`config.mk`:
```
export PLATFORM = sky130hd
export DESIGN_NAME = tx_fifo_read
export DESIGN_NICKNAME = d
export VERILOG_FILES = /design/src/rtl/tx_rx_fifo_pkg.sv /design/src/rtl/sample_unpack_mux.sv /design/src/rtl/tx_fifo_read.sv
export SDC_FILE = /design/constraint.sdc
export NUM_CORES = 1
export LEC_CHECK = 0
export CAP_MARGIN = 40
export CORE_MARGIN = 5
export CORE_UTILIZATION = 56
export CTS_CLUSTER_DIAMETER = 200
export CTS_CLUSTER_SIZE = 30
export DETAILED_ROUTE_END_ITERATION = 7
export HOLD_SLACK_MARGIN = 0.03
export PLACE_DENSITY = 0.95
export SKIP_LAST_GASP = 1
export SLEW_MARGIN = 20
export SYNTH_ARGS = -nofsm -noshare
export SYNTH_HDL_FRONTEND = slang
export SYNTH_SLANG_ARGS = --single-unit
```
`constraint.sdc`:
```
create_clock -name data_clk -period 6.3 [get_ports data_clk]
set_input_delay 0.63 -clock data_clk [delete_from_list [all_inputs] [get_ports data_clk]]
set_output_delay 0.63 -clock data_clk [all_outputs]
set_load 0.005 [all_outputs]
```
`src/rtl/tx_rx_fifo_pkg.sv`:
```
// Types and helpers shared by the TX FIFO reader and the RX FIFO packer.
// Formats encode sample width and complex/real; words are always 128 bits.
package tx_rx_fifo_pkg;

   typedef enum logic [2:0] {
      FMT_C64 = 3'd0,
      FMT_R64 = 3'd1,
      FMT_C32 = 3'd2,
      FMT_R32 = 3'd3,
      FMT_C16 = 3'd4,
      FMT_R16 = 3'd5,
      FMT_C8  = 3'd6,
      FMT_R8  = 3'd7
   } fmt_e;

   localparam int I_LSB = 0;
   localparam int Q_LSB = 64;

   function automatic logic [4:0] samples_per_word(input fmt_e fmt);
      logic [4:0] n;
      n = 5'd1;
      case (fmt)
         FMT_C64: n = 5'd1;
         FMT_R64: n = 5'd2;
         FMT_C32: n = 5'd2;
         FMT_R32: n = 5'd4;
         FMT_C16: n = 5'd4;
         FMT_R16: n = 5'd8;
         FMT_C8:  n = 5'd8;
         FMT_R8:  n = 5'd16;
         default: n = 5'd1;
      endcase
      return n;
   endfunction

endpackage

```
`src/rtl/sample_unpack_mux.sv`:
```
// Selects sample idx from a packed 128-bit word and sign-extends it onto the
// I/Q lanes. Purely combinational; real formats leave the Q lane zero.
module sample_unpack_mux
   import tx_rx_fifo_pkg::*;
(
   input  logic [127:0] word,
   input  logic [3:0]   idx,
   input  fmt_e         fmt,
   output logic [127:0] tdata
);

   function automatic logic [63:0] sx32(input logic [31:0] v);
      return {{32{v[31]}}, v};
   endfunction

   function automatic logic [63:0] sx16(input logic [15:0] v);
      return {{48{v[15]}}, v};
   endfunction

   function automatic logic [63:0] sx8(input logic [7:0] v);
      return {{56{v[7]}}, v};
   endfunction

   logic [63:0] sh;

   // The slot is shifted down to bit 0 first, then split into I and Q halves.
   always_comb begin
      tdata = '0;
      sh    = '0;
      case (fmt)
         FMT_C64: begin
            tdata[I_LSB +: 64] = word[63:0];
            tdata[Q_LSB +: 64] = word[127:64];
         end
         FMT_R64: begin
            sh = 64'(word >> {idx[0], 6'd0});
            tdata[I_LSB +: 64] = sh;
         end
         FMT_C32: begin
            sh = 64'(word >> {idx[0], 6'd0});
            tdata[I_LSB +: 64] = sx32(sh[31:0]);
            tdata[Q_LSB +: 64] = sx32(sh[63:32]);
         end
         FMT_R32: begin
            sh = 64'(word >> {idx[1:0], 5'd0});
            tdata[I_LSB +: 64] = sx32(sh[31:0]);
         end
         FMT_C16: begin
            sh = 64'(word >> {idx[1:0], 5'd0});
            tdata[I_LSB +: 64] = sx16(sh[15:0]);
            tdata[Q_LSB +: 64] = sx16(sh[31:16]);
         end
         FMT_R16: begin
            sh = 64'(word >> {idx[2:0], 4'd0});
            tdata[I_LSB +: 64] = sx16(sh[15:0]);
         end
         FMT_C8: begin
            sh = 64'(word >> {idx[2:0], 4'd0});
            tdata[I_LSB +: 64] = sx8(sh[7:0]);
            tdata[Q_LSB +: 64] = sx8(sh[15:8]);
         end
         FMT_R8: begin
            sh = 64'(word >> {idx, 3'd0});
            tdata[I_LSB +: 64] = sx8(sh[7:0]);
         end
         default: tdata = '0;
      endcase
   end

endmodule

```
`src/rtl/tx_fifo_read.sv`:
```
// Pops packed 128-bit words from an FWFT FIFO and streams them out one
// sample per beat on AXI-Stream, with FIFO reset control and underrun count.
module tx_fifo_read
   import tx_rx_fifo_pkg::*;
#(
   parameter int UNDERRUN_W = 16
) (
   input  logic                  data_clk,
   input  logic                  data_rstn,
   input  logic                  data_enable,
   input  logic [2:0]            data_format,
   output logic                  fifo_srst,
   input  logic                  fifo_rd_rst_busy,
   input  logic                  fifo_empty,
   input  logic [127:0]          fifo_dout,
   output logic                  fifo_rd_en,
   output logic [127:0]          m_axis_tdata,
   output logic                  m_axis_tvalid,
   input  logic                  m_axis_tready,
   output logic [3:0]            data_read_idx,
   output logic [UNDERRUN_W-1:0] underrun_cnt
);

   logic         srst_ff;
   logic [127:0] word_buf;
   logic         buf_valid;
   logic [3:0]   idx;
   fmt_e         fmt_q;
   logic         run;
   logic         beat;
   logic         last;
   logic [4:0]   spw;
   logic [127:0] unpacked;

   // FIFO reset is held one extra cycle after enable rises via srst_ff.
   assign fifo_srst = srst_ff | ~data_enable;
   assign run       = data_enable & ~fifo_srst & ~fifo_rd_rst_busy;

   assign spw  = samples_per_word(fmt_q);
   assign last = ({1'b0, idx} == spw - 5'd1);
   assign beat = buf_valid & m_axis_tready;

   // Refill on the last beat of a word keeps the stream gapless.
   assign fifo_rd_en = run & ~fifo_empty & (~buf_valid | (beat & last));

   assign m_axis_tvalid = buf_valid;
   assign m_axis_tdata  = buf_valid ? unpacked : '0;
   assign data_read_idx = idx;

   sample_unpack_mux u_unpack (
      .word  (word_buf),
      .idx   (idx),
      .fmt   (fmt_q),
      .tdata (unpacked)
   );

   always_ff @(posedge data_clk or negedge data_rstn) begin
      if (!data_rstn) begin
         srst_ff      <= 1'b1;
         word_buf     <= '0;
         buf_valid    <= 1'b0;
         idx          <= '0;
         fmt_q        <= FMT_C16;
         underrun_cnt <= '0;
      end else begin
         srst_ff <= ~data_enable;
         if (!data_enable) begin
            buf_valid    <= 1'b0;
            idx          <= '0;
            fmt_q        <= fmt_e'(data_format);
            underrun_cnt <= '0;
         end else begin
            if (fifo_rd_en) begin
               word_buf  <= fifo_dout;
               buf_valid <= 1'b1;
               idx       <= '0;
            end else if (beat && !last) begin
               idx <= idx + 4'd1;
            end else if (beat) begin
               buf_valid <= 1'b0;
               idx       <= '0;
            end
            if (run && m_axis_tready && !buf_valid && fifo_empty && !(&underrun_cnt))
               underrun_cnt <= underrun_cnt + UNDERRUN_W'(1);
         end
      end
   end

endmodule
```
Word level (Yosys, flattened, before mapping):

Memories as Yosys holds them, arrays and structs flattened.
Cells that the tools add are included.

* bits in registers: 153
* bits in latches: 0
* memory bits (writable): 0
* bits in read-only memories: 40
* input bits: 137
* memories kept: 1

Memory list
* (no name shown): words 8, bits a word 5, read ports 1, clocked after memory_dff 0, write ports 0, line tx_rx_fifo_pkg.sv:22 `case (fmt)`

* $add $sub $neg: 3
* multiply operators: 0
* divide/modulo/power cells: 0
* magnitude comparators: 0
* equal/unequal tests: 12
* shift-type cells: 4
* mux-type cells: 13
* bitwise gates (word level): 13
* reduce and logical (&&, ||, !) cells: 12

Operator list (count)
* $pmux 64 s8: 1
* $pmux 64 s4: 1
* $mux 128: 1
* $shr 128x7->16: 1
* $shr 128x7->32: 1
* $shr 128x7->64: 1
* $shr 128x7->8: 1
* $mux 16: 2
* $add 16x1->16 const B: 1
* $mux 4: 4
* $reduce_and 16->1: 1
* $eq 3x3->1 const B: 4
* $and 1x1->1: 6
* $eq 3x2->1 const B: 2
* $eq 4x5->1: 1
* $logic_and 1x1->1: 5
* $not 1->1: 5
* $sub 5x1->5 const B: 1
* $add 4x1->4 const B: 1
* $mux 1: 4
* $ne 4x1->1 const B: 1
* $reduce_and 2->1: 2
* $eq 3x1->1 const B: 1
* $logic_not 1->1: 3
* other kinds (5): 6

Longest topological paths before layout:

* word-level depth: 11
* gate-level depth with buffers: 14

Hierarchy:

Synthesis repeated with hierarchy kept, for this count alone.

* cells, all modules: 1423
* area, all modules: 14051.0 um^2

Modules (own cells, without submodules)
* tx_fifo_read: instances 1, cells each 754, area each 8013.9 um^2, sequential area each 3831.2 um^2
* sample_unpack_mux: instances 1, cells each 669, area each 6037.0 um^2, sequential area each 0.0 um^2

Worst setup path before layout:

OpenSTA, ideal clock, no wires.

* path type: register to output
* start point: register fmt_q[0]
* end point: output fifo_rd_en
* arrival time: 2.611 ns
* slack: 3.059 ns
* cell stages (with the launch flop): 15
* buffers on the path: 3
* cells stage by stage: dfrtp_1 > inv_1 > ha_1 > nor2b_1 > buf_2 > inv_2 > ha_1 > xor2_1 > a221oi_2 > o211ai_1 > a2111oi_4 > o21ai_1 > buf_2 > buf_6 > inv_1

* cells in the longest elaborated chain, start to end: 6

RTL lines
* from (decl): line tx_fifo_read.sv:28 `fmt_e fmt_q;`
* from (signal assigned): line tx_fifo_read.sv:70 `fmt_q <= fmt_e'(data_format);`
* $mem_v2 8x5
* $sub 5x1->5: line tx_fifo_read.sv:40 `assign last = ({1'b0, idx} == spw - 5'd1);`
* $eq 4x5->1: line tx_fifo_read.sv:40
* $and 1x1->1: line tx_fifo_read.sv:44 `assign fifo_rd_en = run & ~fifo_empty & (~buf_valid | (beat & last));`
* $or 1x1->1: line tx_fifo_read.sv:44
* $and 1x1->1: line tx_fifo_read.sv:44
* to (decl): line tx_fifo_read.sv:16 `output logic fifo_rd_en,`

No other way between the ends.

Worst setup path in the final report:

* start point: register idx[0], in the netlist data_read_idx[0]
* end point: output m_axis_tdata[33]

* cells in the longest elaborated chain, start to end: 3

RTL lines
* from (decl): line tx_fifo_read.sv:27 `logic [3:0] idx;`
* from (signal assigned): line tx_fifo_read.sv:78 `idx <= idx + 4'd1;`
* $shr 128x7->8, or another cell as far along: line sample_unpack_mux.sv:63 `sh = 64'(word >> {idx, 3'd0});`
* $pmux 64 s8 *: line sample_unpack_mux.sv:30 `case (fmt)`
* $mux 128 *: line tx_fifo_read.sv:47 `assign m_axis_tdata = buf_valid ? unpacked : '0;`
* to (decl): line tx_fifo_read.sv:17 `output logic [127:0] m_axis_tdata,`

Every way passes the cells marked *; elsewhere a longest branch is shown, timed or not.

==> results_dict.tcl <==
set metrics [dict create \
    grt_antenna_before_repair 0 \
    cts_tree "yes" \
    route.final.wire_length_um 46800 \
    detailedPlacementHpwl_um 33400 \
    global_route_wire_length_before_repair_um 69500 \
    synth.ff_latch_count 153 \
    pwr_density_cell_mw_per_mm2 249 \
    worst-endpoint-arrival_ns 4.34 \
    drtAntennaViolNets 0 \
    num_io_pins 288 \
    finalHoldViolCount 0 \
    mappedNetlistNets 1331 \
    gp_congestion 1.05 \
    fp-row-count 54 \
    static-leakage-power_uw 0.00558 \
    global_route.usage.total 0.368 \
    final-instance-count-excl-fill 1698 \
    cap_violations 0 \
    grt_max_degree 88 \
    worst_setup_path_start_kind "register" \
    cts_setup_buffers 0 \
    r2r_cells 14 \
    cts_hold_fix_bufs 0 \
    detail_route.drc_violations 15 \
    vdd_ir_drop_max_mv 0.177 \
    die_w_um 157 \
    layout-drive-gt1-share 0.183 \
    p_seq_frac 0.434 \
    post-route-min-period_ns 4.97 \
    switching_share 0.382 \
    clock_power_share 0.277 \
    n_antenna_cell 0 \
    power_report.internal_total_uw 2440 \
    die_height_um 157 \
    syn_to_final_growth_pct 30.1 \
    globalRoute.totalOverflow 0 \
    number_of_detailed_routing_iterations_run_before_antenna_repair 8 \
    dr_total_vias 11985 \
    syn_area_per_cell_um2 10.3 \
    critPathRequiredTime_ns 5.67 \
    min_path_cells 1 \
    timing.hold.worst.class "reg2reg" \
    fp.coreArea_mm2 0.0216 \
    post_cts.resized_instances 0 \
    post_drt_via_cell_ratio 7.06 \
    failed_checks "design-rule violations" \
    stdcell_area_mm2 0.0158 \
    start_util 0.563 \
    num-nets-final 1551 \
    drv_slew 0 \
    yosysTopAreaCellShare 0.310 \
    reg2reg_slack_ns 2.05 \
    postSynthCellCount 1185 \
    result_of_the_run "finished with violations" \
    synth_top_cell_by_area "sky130_fd_sc_hd__dfrtp_1" \
    worst_slack_ns 1.33 \
    drtIter0Drc 2200 \
    cts_buffers 17 \
    worst_hold_startpoint "underrun_cnt[15]$_DFFE_PN0P_" \
    setup_total_negative_slack_ns 0 \
    netSwitchingPower_uw 1510 \
    slew-limit-headroom 0.432 \
    dpl.cell_count 1659 \
    ys.warnings.count 0 \
    synth_top_cells_by_area "sky130_fd_sc_hd__dfrtp_1, sky130_fd_sc_hd__mux4_2, sky130_fd_sc_hd__mux2_1" \
    ys_async_sr_fraction 1.00 \
    clk_latency_ns 0.44 \
    drt_met1_wl_um 16600 \
    cts-htree-levels 4 \
    end_kind "output pin" \
    clock_sink_count 153 \
    setup_violations 0 \
    met2_wirelength_um 20500 \
    crit_type "reg2out" \
    detailed_place.area_mm2 0.0151 \
    ys_seq_area_frac 0.315 \
    grt_setup_unrepaired "no" \
    route.top_layer_used "met4" \
    whs_endpoint "underrun_cnt[15]$_DFFE_PN0P_" \
    synth_top_flop_cell "sky130_fd_sc_hd__dfrtp_1" \
    synth.cell_area_mm2 0.0122 \
    vias_in_the_first_global_route 11565 \
    fp.dieArea_mm2 0.0248 \
    synth.distinct_cells 63 \
    port_buffers 287 \
    max_slew.worst_pin.slew_ns 0.849 \
    met3_length_um 6870 \
    finClkSkew_ns 0.0105 \
    clock_path_buffers 2 \
    clk_transition_reported_paths_ns 0.07 \
    avgRoutedWirePerCell_um 27.6 \
    cp_max_fo 58 \
    regToRegStartpoint "fmt_q[2]$_DFFE_PN1N_" \
    max_freq_mhz 201 \
    combPwrFrac 0.289 \
    preCtsSetupSlack_ns 1.79 \
    post-route-period-util 0.790 \
    timing.hold.ws_ns 0.513 \
    reg2reg_to "word_buf[77]$_DFFE_PN0P_" \
    synth_edf_count 0 \
    cts.root.buffer_cell "sky130_fd_sc_hd__clkbuf_16" \
]
==> flip-flops by register name (all words and copies together), names as in the netlist <==
register	count
m_axis_tvalid	1
data_read_idx	4
word_buf	128
srst_ff	1
underrun_cnt	16
fmt_q	3
==> per-stage QoR <==
stage / total power [uW] / utilization
6_report: 3950 / 0.733
5_1_grt: 4050 / 0.733
4_1_cts: 3850 / 0.726
3_5_place_dp: 2760 / 0.697
3_3_place_gp: 2700 / 0.696
2_1_floorplan: 2200 / -
==> area by class of cell <==
type | count | area, um2
fillers | 1508 | 5780
clock inverters | 15 | 191
flip-flops and latches | 153 | 3840
well taps | 280 | 350
multi-input cells | 901 | 7780
repair buffers | 314 | 3180
inverters | 18 | 67.6
clock buffers | 17 | 425
==> worst max-delay path by stage <==
stage / start / end / cells past startpoint
3_3_place_gp: data_read_idx[0]$_DFFE_PN0P_ / m_axis_tdata[52] / 8
6_report: data_read_idx[0]$_DFFE_PN0P_ / m_axis_tdata[33] / 8
3_5_place_dp: fmt_q[2]$_DFFE_PN1N_ / word_buf[64]$_DFFE_PN0P_ / 12
5_1_grt: data_read_idx[0]$_DFFE_PN0P_ / m_axis_tdata[33] / 8
2_1_floorplan: fmt_q[0]$_DFFE_PN0N_ / fifo_rd_en / 14
4_1_cts: data_read_idx[0]$_DFFE_PN0P_ / m_axis_tdata[52] / 8
==> worst max-delay path, cell delays in order (launching register included) <==
cell                              delay [ns]
sky130_fd_sc_hd__dfrtp_4                0.94
sky130_fd_sc_hd__inv_1                  0.41
sky130_fd_sc_hd__mux4_2                 0.56
sky130_fd_sc_hd__a32oi_1                0.18
sky130_fd_sc_hd__o2111a_2               0.49
sky130_fd_sc_hd__o211a_1                0.21
sky130_fd_sc_hd__buf_4                  0.37
sky130_fd_sc_hd__a21oi_1                0.21
sky130_fd_sc_hd__clkdlybuf4s50_1        0.50
==> cell usage after synthesis (8+ instances only) <==
cell type                    n
sky130_fd_sc_hd__a22oi_1    33
sky130_fd_sc_hd__o21ai_0    95
sky130_fd_sc_hd__a221oi_1    9
sky130_fd_sc_hd__nor2_1     27
sky130_fd_sc_hd__o22ai_1     8
sky130_fd_sc_hd__nand2_1   134
sky130_fd_sc_hd__ha_1        9
sky130_fd_sc_hd__buf_2      34
sky130_fd_sc_hd__clkbuf_1   54
sky130_fd_sc_hd__o211ai_1   38
sky130_fd_sc_hd__a222oi_1    8
sky130_fd_sc_hd__mux2i_1    32
sky130_fd_sc_hd__mux2_2     93
sky130_fd_sc_hd__dfrtp_1   151
sky130_fd_sc_hd__nand2b_1   20
sky130_fd_sc_hd__xnor2_1    10
sky130_fd_sc_hd__a31oi_1    30
sky130_fd_sc_hd__mux2_4      9
sky130_fd_sc_hd__mux4_2     77
sky130_fd_sc_hd__a21oi_1   100
sky130_fd_sc_hd__inv_1      16
sky130_fd_sc_hd__buf_4      16
sky130_fd_sc_hd__mux2_1    100
==> cell families after synthesis <==
kind of cell / Yosys count / synth area share
xor gates and xnor gates: 14 / 0.0101
and+or+nand+nor: 225 / 0.0837
DFF: 153 / 0.315
AOI/OAI and AO/OA: 342 / 0.174
muxes: 311 / 0.358
adders and majority gates: 9 / 0.00925
buffers and inverters: 131 / 0.0495
==> power groups by stage <==
stage | combinational (uW) | sequential [uW] | clock [uW]
finish | 1140 | 1710 | 1090
global route | 1210 | 1690 | 1140
CTS | 1100 | 1650 | 1100
detailed placement | 1090 | 1670 | 0
global placement | 1050 | 1650 | 0
floorplan | 801 | 1390 | 0
==> cells in the final DEF (no fill, tap or decap), types with 4 or more instances in the layout <==
cell type	instances
sky130_fd_sc_hd__clkdlybuf4s50_1	286
sky130_fd_sc_hd__dfrtp_1	148
sky130_fd_sc_hd__nand2_1	134
sky130_fd_sc_hd__a21oi_1	100
sky130_fd_sc_hd__mux2_1	100
sky130_fd_sc_hd__o21ai_0	94
sky130_fd_sc_hd__mux2_2	93
sky130_fd_sc_hd__mux4_2	77
sky130_fd_sc_hd__o211ai_1	38
sky130_fd_sc_hd__a22oi_1	33
sky130_fd_sc_hd__mux2i_1	32
sky130_fd_sc_hd__a31oi_1	30
sky130_fd_sc_hd__nor2_1	27
sky130_fd_sc_hd__nand2b_1	20
sky130_fd_sc_hd__buf_4	19
sky130_fd_sc_hd__clkbuf_16	17
sky130_fd_sc_hd__inv_1	16
sky130_fd_sc_hd__xnor2_1	10
sky130_fd_sc_hd__a221oi_1	9
sky130_fd_sc_hd__mux2_4	9
sky130_fd_sc_hd__ha_1	9
sky130_fd_sc_hd__o22ai_1	8
sky130_fd_sc_hd__a222oi_1	8
sky130_fd_sc_hd__and2_1	7
sky130_fd_sc_hd__nand3_1	6
sky130_fd_sc_hd__buf_16	5
sky130_fd_sc_hd__xor2_1	4
sky130_fd_sc_hd__nor2b_1	4
sky130_fd_sc_hd__nand4_1	4
sky130_fd_sc_hd__inv_6	4
sky130_fd_sc_hd__clkinv_4	4
==> routing by layer <==
metal	vias up	GRT usage
li1	4947	-
met1	5765	0.490
met2	1035	0.546
met3	238	0.117
met4	0	0.178
met5	-	0
Note: power is estimated with default switching activity, not from simulation.
==> edit 1, RTL diff (same flow settings) <==
Change the parameter `UNDERRUN_W` from 16 to 32.
--- a/src/rtl/tx_fifo_read.sv
+++ b/src/rtl/tx_fifo_read.sv
@@ -5,3 +5,3 @@
 #(
-   parameter int UNDERRUN_W = 16
+   parameter int UNDERRUN_W = 32
 ) (
Interface: changed (resized underrun_cnt); port bits go from 288 to 304. The function was not compared with the original's and may differ.
==> edit 1 against the unedited design <==
- worst setup slack better by 0.11 ns
- critical endpoint is now fifo_rd_en
- global-route usage is 3.0 points higher
- core utilization is 0.26 points lower
- final area is 8.5% higher
- sequential power is 9% higher
- routed wire length is 17% higher
- power is 7.1% higher
- final cell count is 9.5% higher
- synthesized area is 10% higher
- sequential cell count is 16 higher
- critical path type unchanged
==> edit 1: results (changes against the unedited design) <==
[final_layout]
flops_and_latches = 169  ; was 153
register_area_um2 = 4242  ; was 3840 µm²
buffer_area_share_pct = 19.44  ; was 20.10%
buffers = 328  ; was 314
drive_gt1_share_pct = 21.12  ; was 18.27%
multi_input_gates = 1001  ; was 901
multi_input_area_share_pct = 49.71  ; was 49.12%
nClkBuffers = 18  ; was 17
clk_share_pct = 3.611  ; was 3.894%
nonClockInverterCount = 10  ; was 18
fill_cells = 1678  ; was 1508
n_antenna_cell = 1  ; was 0

[placement]
place.gp.congestion = 1.055  ; was 1.051
place_ws_ns = 1.948  ; was 1.788 ns

[sta]
fmax_ghz = 0.2054  ; was 0.2011 GHz
worst_pin_slew_ns = 0.9201  ; was 0.8493 ns
whs_ns = 0.5660  ; was 0.5135 ns
final.setup_skew_ns = 0.01332  ; was 0.01048 ns

[yosys]
synth-xor-area-share_pct = 0.2609  ; was 1.007%
synth-compound-area-share_pct = 18.58  ; was 17.45%
synthAdderAreaFrac_pct = 0.8385  ; was 0.9249%
synth_area_leaders = dfrtp_1, mux4_2, mux2_2, mux2i_1, mux2_1  ; was dfrtp_1, mux4_2, mux2_1, mux2_2, nand2_1
ys_types = 56  ; was 63
synth.mux.area_fraction_pct = 33.18  ; was 35.83%

[worst_setup_path]
critPathMaxStageDelay_ns = 0.58  ; was 0.94 ns
r2r_end = word_buf[90]  ; was word_buf[77]
crit_fanout = 50  ; was 58
cp-startpoint = fmt_q[0]  ; was data_read_idx[0]
cp_slowest_cell = clkdlybuf4s50_1  ; was dfrtp_4

[detailed_routing]
wl_met2_um = 23650  ; was 20500 µm
routed_via_density = 7.228  ; was 7.058
wl_met1_um = 18870  ; was 16560 µm

[run_status]
run_status = complete, no violations  ; was finished, violations left

[global_route]
grt.total_usage_pct = 39.77  ; was 36.78%
grtUsageMet1_pct = 50.40  ; was 49.02%
grt_pass1_wl_um = 81710  ; was 69520 µm
grt_pass1_vias = 13360  ; was 11570

[power_and_ir_drop]
leakage_uw = 0.006008  ; was 0.005577 µW
vdd_drop_max_v = 0.0001767  ; was 0.0001768 V
intPower_uw = 2578  ; was 2438 µW

[min_path]
holdPathEnd = underrun_cnt[2]  ; was underrun_cnt[15]
min_from = underrun_cnt[2]  ; was underrun_cnt[15]

edit 1: cell count changes after synthesis, moves of 16 or more:
cell,before,now
a221oi_1,9,25
o21ai_0,95,48
mux2_1,100,65
o211ai_1,38,2
a21oi_1,100,137
mux2_2,93,119
dfrtp_1,151,167
o221a_2,2,40
or4_1,0,20
a31oi_1,30,13
mux2i_1,32,74
o31ai_1,0,22
nand2_1,134,155
edit 1: metrics by stage:
step / instances / instance area [µm²]
6_report: 1859 / 17190
2_1_floorplan: 1314 / 13430
3_5_place_dp: 1824 / 16500
5_1_grt: 1858 / 17190
3_3_place_gp: 1818 / 16410
4_1_cts: 1855 / 17120
edit 1: power by group through the flow:
stage	combinational (µW)	clock, µW	sequential, µW
3_5_place_dp	1170	0	1810
3_3_place_gp	1120	0	1800
4_1_cts	1170	1150	1790
5_1_grt	1280	1200	1840
6_report	1210	1150	1860
2_1_floorplan	843	0	1500
==> edit 2, RTL diff (config.mk and constraints unchanged) <==
Made on the original files. Register the output `underrun_cnt` once more, with the module's reset; this adds one clock of latency there. The other outputs are not delayed to match.
--- a/src/rtl/tx_fifo_read.sv
+++ b/src/rtl/tx_fifo_read.sv
@@ -22,2 +22,4 @@
 );
+
+   logic [UNDERRUN_W-1:0] underrun_cnt_s0;
 
@@ -63,3 +65,3 @@
          fmt_q        <= FMT_C16;
-         underrun_cnt <= '0;
+         underrun_cnt_s0 <= '0;
       end else begin
@@ -70,3 +72,3 @@
             fmt_q        <= fmt_e'(data_format);
-            underrun_cnt <= '0;
+            underrun_cnt_s0 <= '0;
          end else begin
@@ -82,4 +84,4 @@
             end
-            if (run && m_axis_tready && !buf_valid && fifo_empty && !(&underrun_cnt))
-               underrun_cnt <= underrun_cnt + UNDERRUN_W'(1);
+            if (run && m_axis_tready && !buf_valid && fifo_empty && !(&underrun_cnt_s0))
+               underrun_cnt_s0 <= underrun_cnt_s0 + UNDERRUN_W'(1);
          end
@@ -88,2 +90,10 @@
 
+   always_ff @(posedge data_clk or negedge data_rstn) begin
+      if (!data_rstn) begin
+         underrun_cnt <= '0;
+      end else begin
+         underrun_cnt <= underrun_cnt_s0;
+      end
+   end
+
 endmodule
Formal check against the unedited RTL: not equivalent (a bounded check fails within 4 cycles, from zero or initial values and one cycle with data_rstn low).
==> edit 2 against the unedited design <==
- die area is 7.6% higher
- final area is 5.6% higher
- worst setup slack improved by 0.16 ns
- power increased by 6.2%
- sequential cell count is 16 higher
- routed wire length rose by 4.9%
- synthesized area increased by 8.1%
- combinational power rose by 14%
- critical endpoint is now m_axis_tdata[26]
- largest power group unchanged
==> edit 2: results (changes against the unedited design) <==
[power_and_ir_drop]
pwr-share-clk_pct = 25.8  ; was 27.7%
vdd_drop_max_v = 0.0001930  ; was 0.0001768 V
p_comb_share_pct = 31.0  ; was 28.9%
intPower_uw = 2602  ; was 2438 µW
leakage_uw = 0.006415  ; was 0.005577 µW

[sta]
fmax_ghz = 0.2077  ; was 0.2011 GHz
maxSlewHeadroom_pct = 24.36  ; was 43.17%

[final_layout]
drive_gt1_share_pct = 26.96  ; was 18.27%

[min_path]
hp-class = in -> async  ; was reg -> reg

[yosys]
synth_area_leaders = dfrtp_1, mux4_2, mux2_4, mux2_2, a21oi_1  ; was dfrtp_1, mux4_2, mux2_1, mux2_2, nand2_1
ys_top_cells_by_count = dfrtp_1, nand2_1, a21oi_1  ; was dfrtp_1, nand2_1, a21oi_1, mux2_1, o21ai_0
synth-xor-area-share_pct = 0.7987  ; was 1.007%
synth-compound-area-share_pct = 15.76  ; was 17.45%
syn-num-nets = 1351  ; was 1331
synth.mux.area_fraction_pct = 37.29  ; was 35.83%

[detailed_routing]
wl_met2_um = 21020  ; was 20500 µm
first_pass_iters = 6  ; was 8
dr_wl_met3_um = 6814  ; was 6871 µm
drt_iter0_drc = 2198  ; was 2200

[global_route]
grtUsageMet1_pct = 50.31  ; was 49.02%
grt_pass1_vias = 11970  ; was 11570
grt_pass1_wl_um = 73770  ; was 69520 µm
grt_start_max_net_pins = 129  ; was 88
grt_use_met2_pct = 53.04  ; was 54.63%

[worst_setup_path]
worstPathArrival_ns = 4.19  ; was 4.34 ns
crit_fanout = 44  ; was 58
worstSetupEndpoint = m_axis_tdata[26]  ; was m_axis_tdata[33]
r2r_cells = 10  ; was 14
cp-startpoint = data_read_idx[1]  ; was data_read_idx[0]
r2r_end = word_buf[40]  ; was word_buf[77]
r2r_setup_slack_ns = 2.15  ; was 2.05 ns

[placement]
place.gp.congestion = 1.052  ; was 1.051
place_ws_ns = 1.868  ; was 1.788 ns

[run_status]
run_status = complete, no violations  ; was finished, violations left

==> edit 2: changes by cell type after synthesis, sizes merged, moves of 10 or more <==
cell,delta
o211ai,-38
dfrtp,+16
a221oi,+13
mux2i,+15
a21oi,+12
nor2,+10
o221a,+32
nand2b,-12
o21ai,-10
a31oi,-23
==> edit 2: worst max-delay path, cell delays in order (launching register included) <==
cell             delay, ns
dfrtp_4               0.86
mux4_2                0.57
nor2b_1               0.14
a211oi_1              0.26
o221a_2               0.42
and2_1                0.67
a21oi_1               0.29
clkdlybuf4s50_1       0.52
==> edit 2: area by class of cell <==
cell class	instances	area [µm²]	area share, %
multi-input cells	907	8305	49.63
repair buffers	312	3151	18.83
flip-flops and latches	169	4240	25.34
clock buffers	18	439.2	2.625
clock inverters	14	153.9	0.9197
inverters	12	45.04	0.2692
well taps	319	399.1	2.385
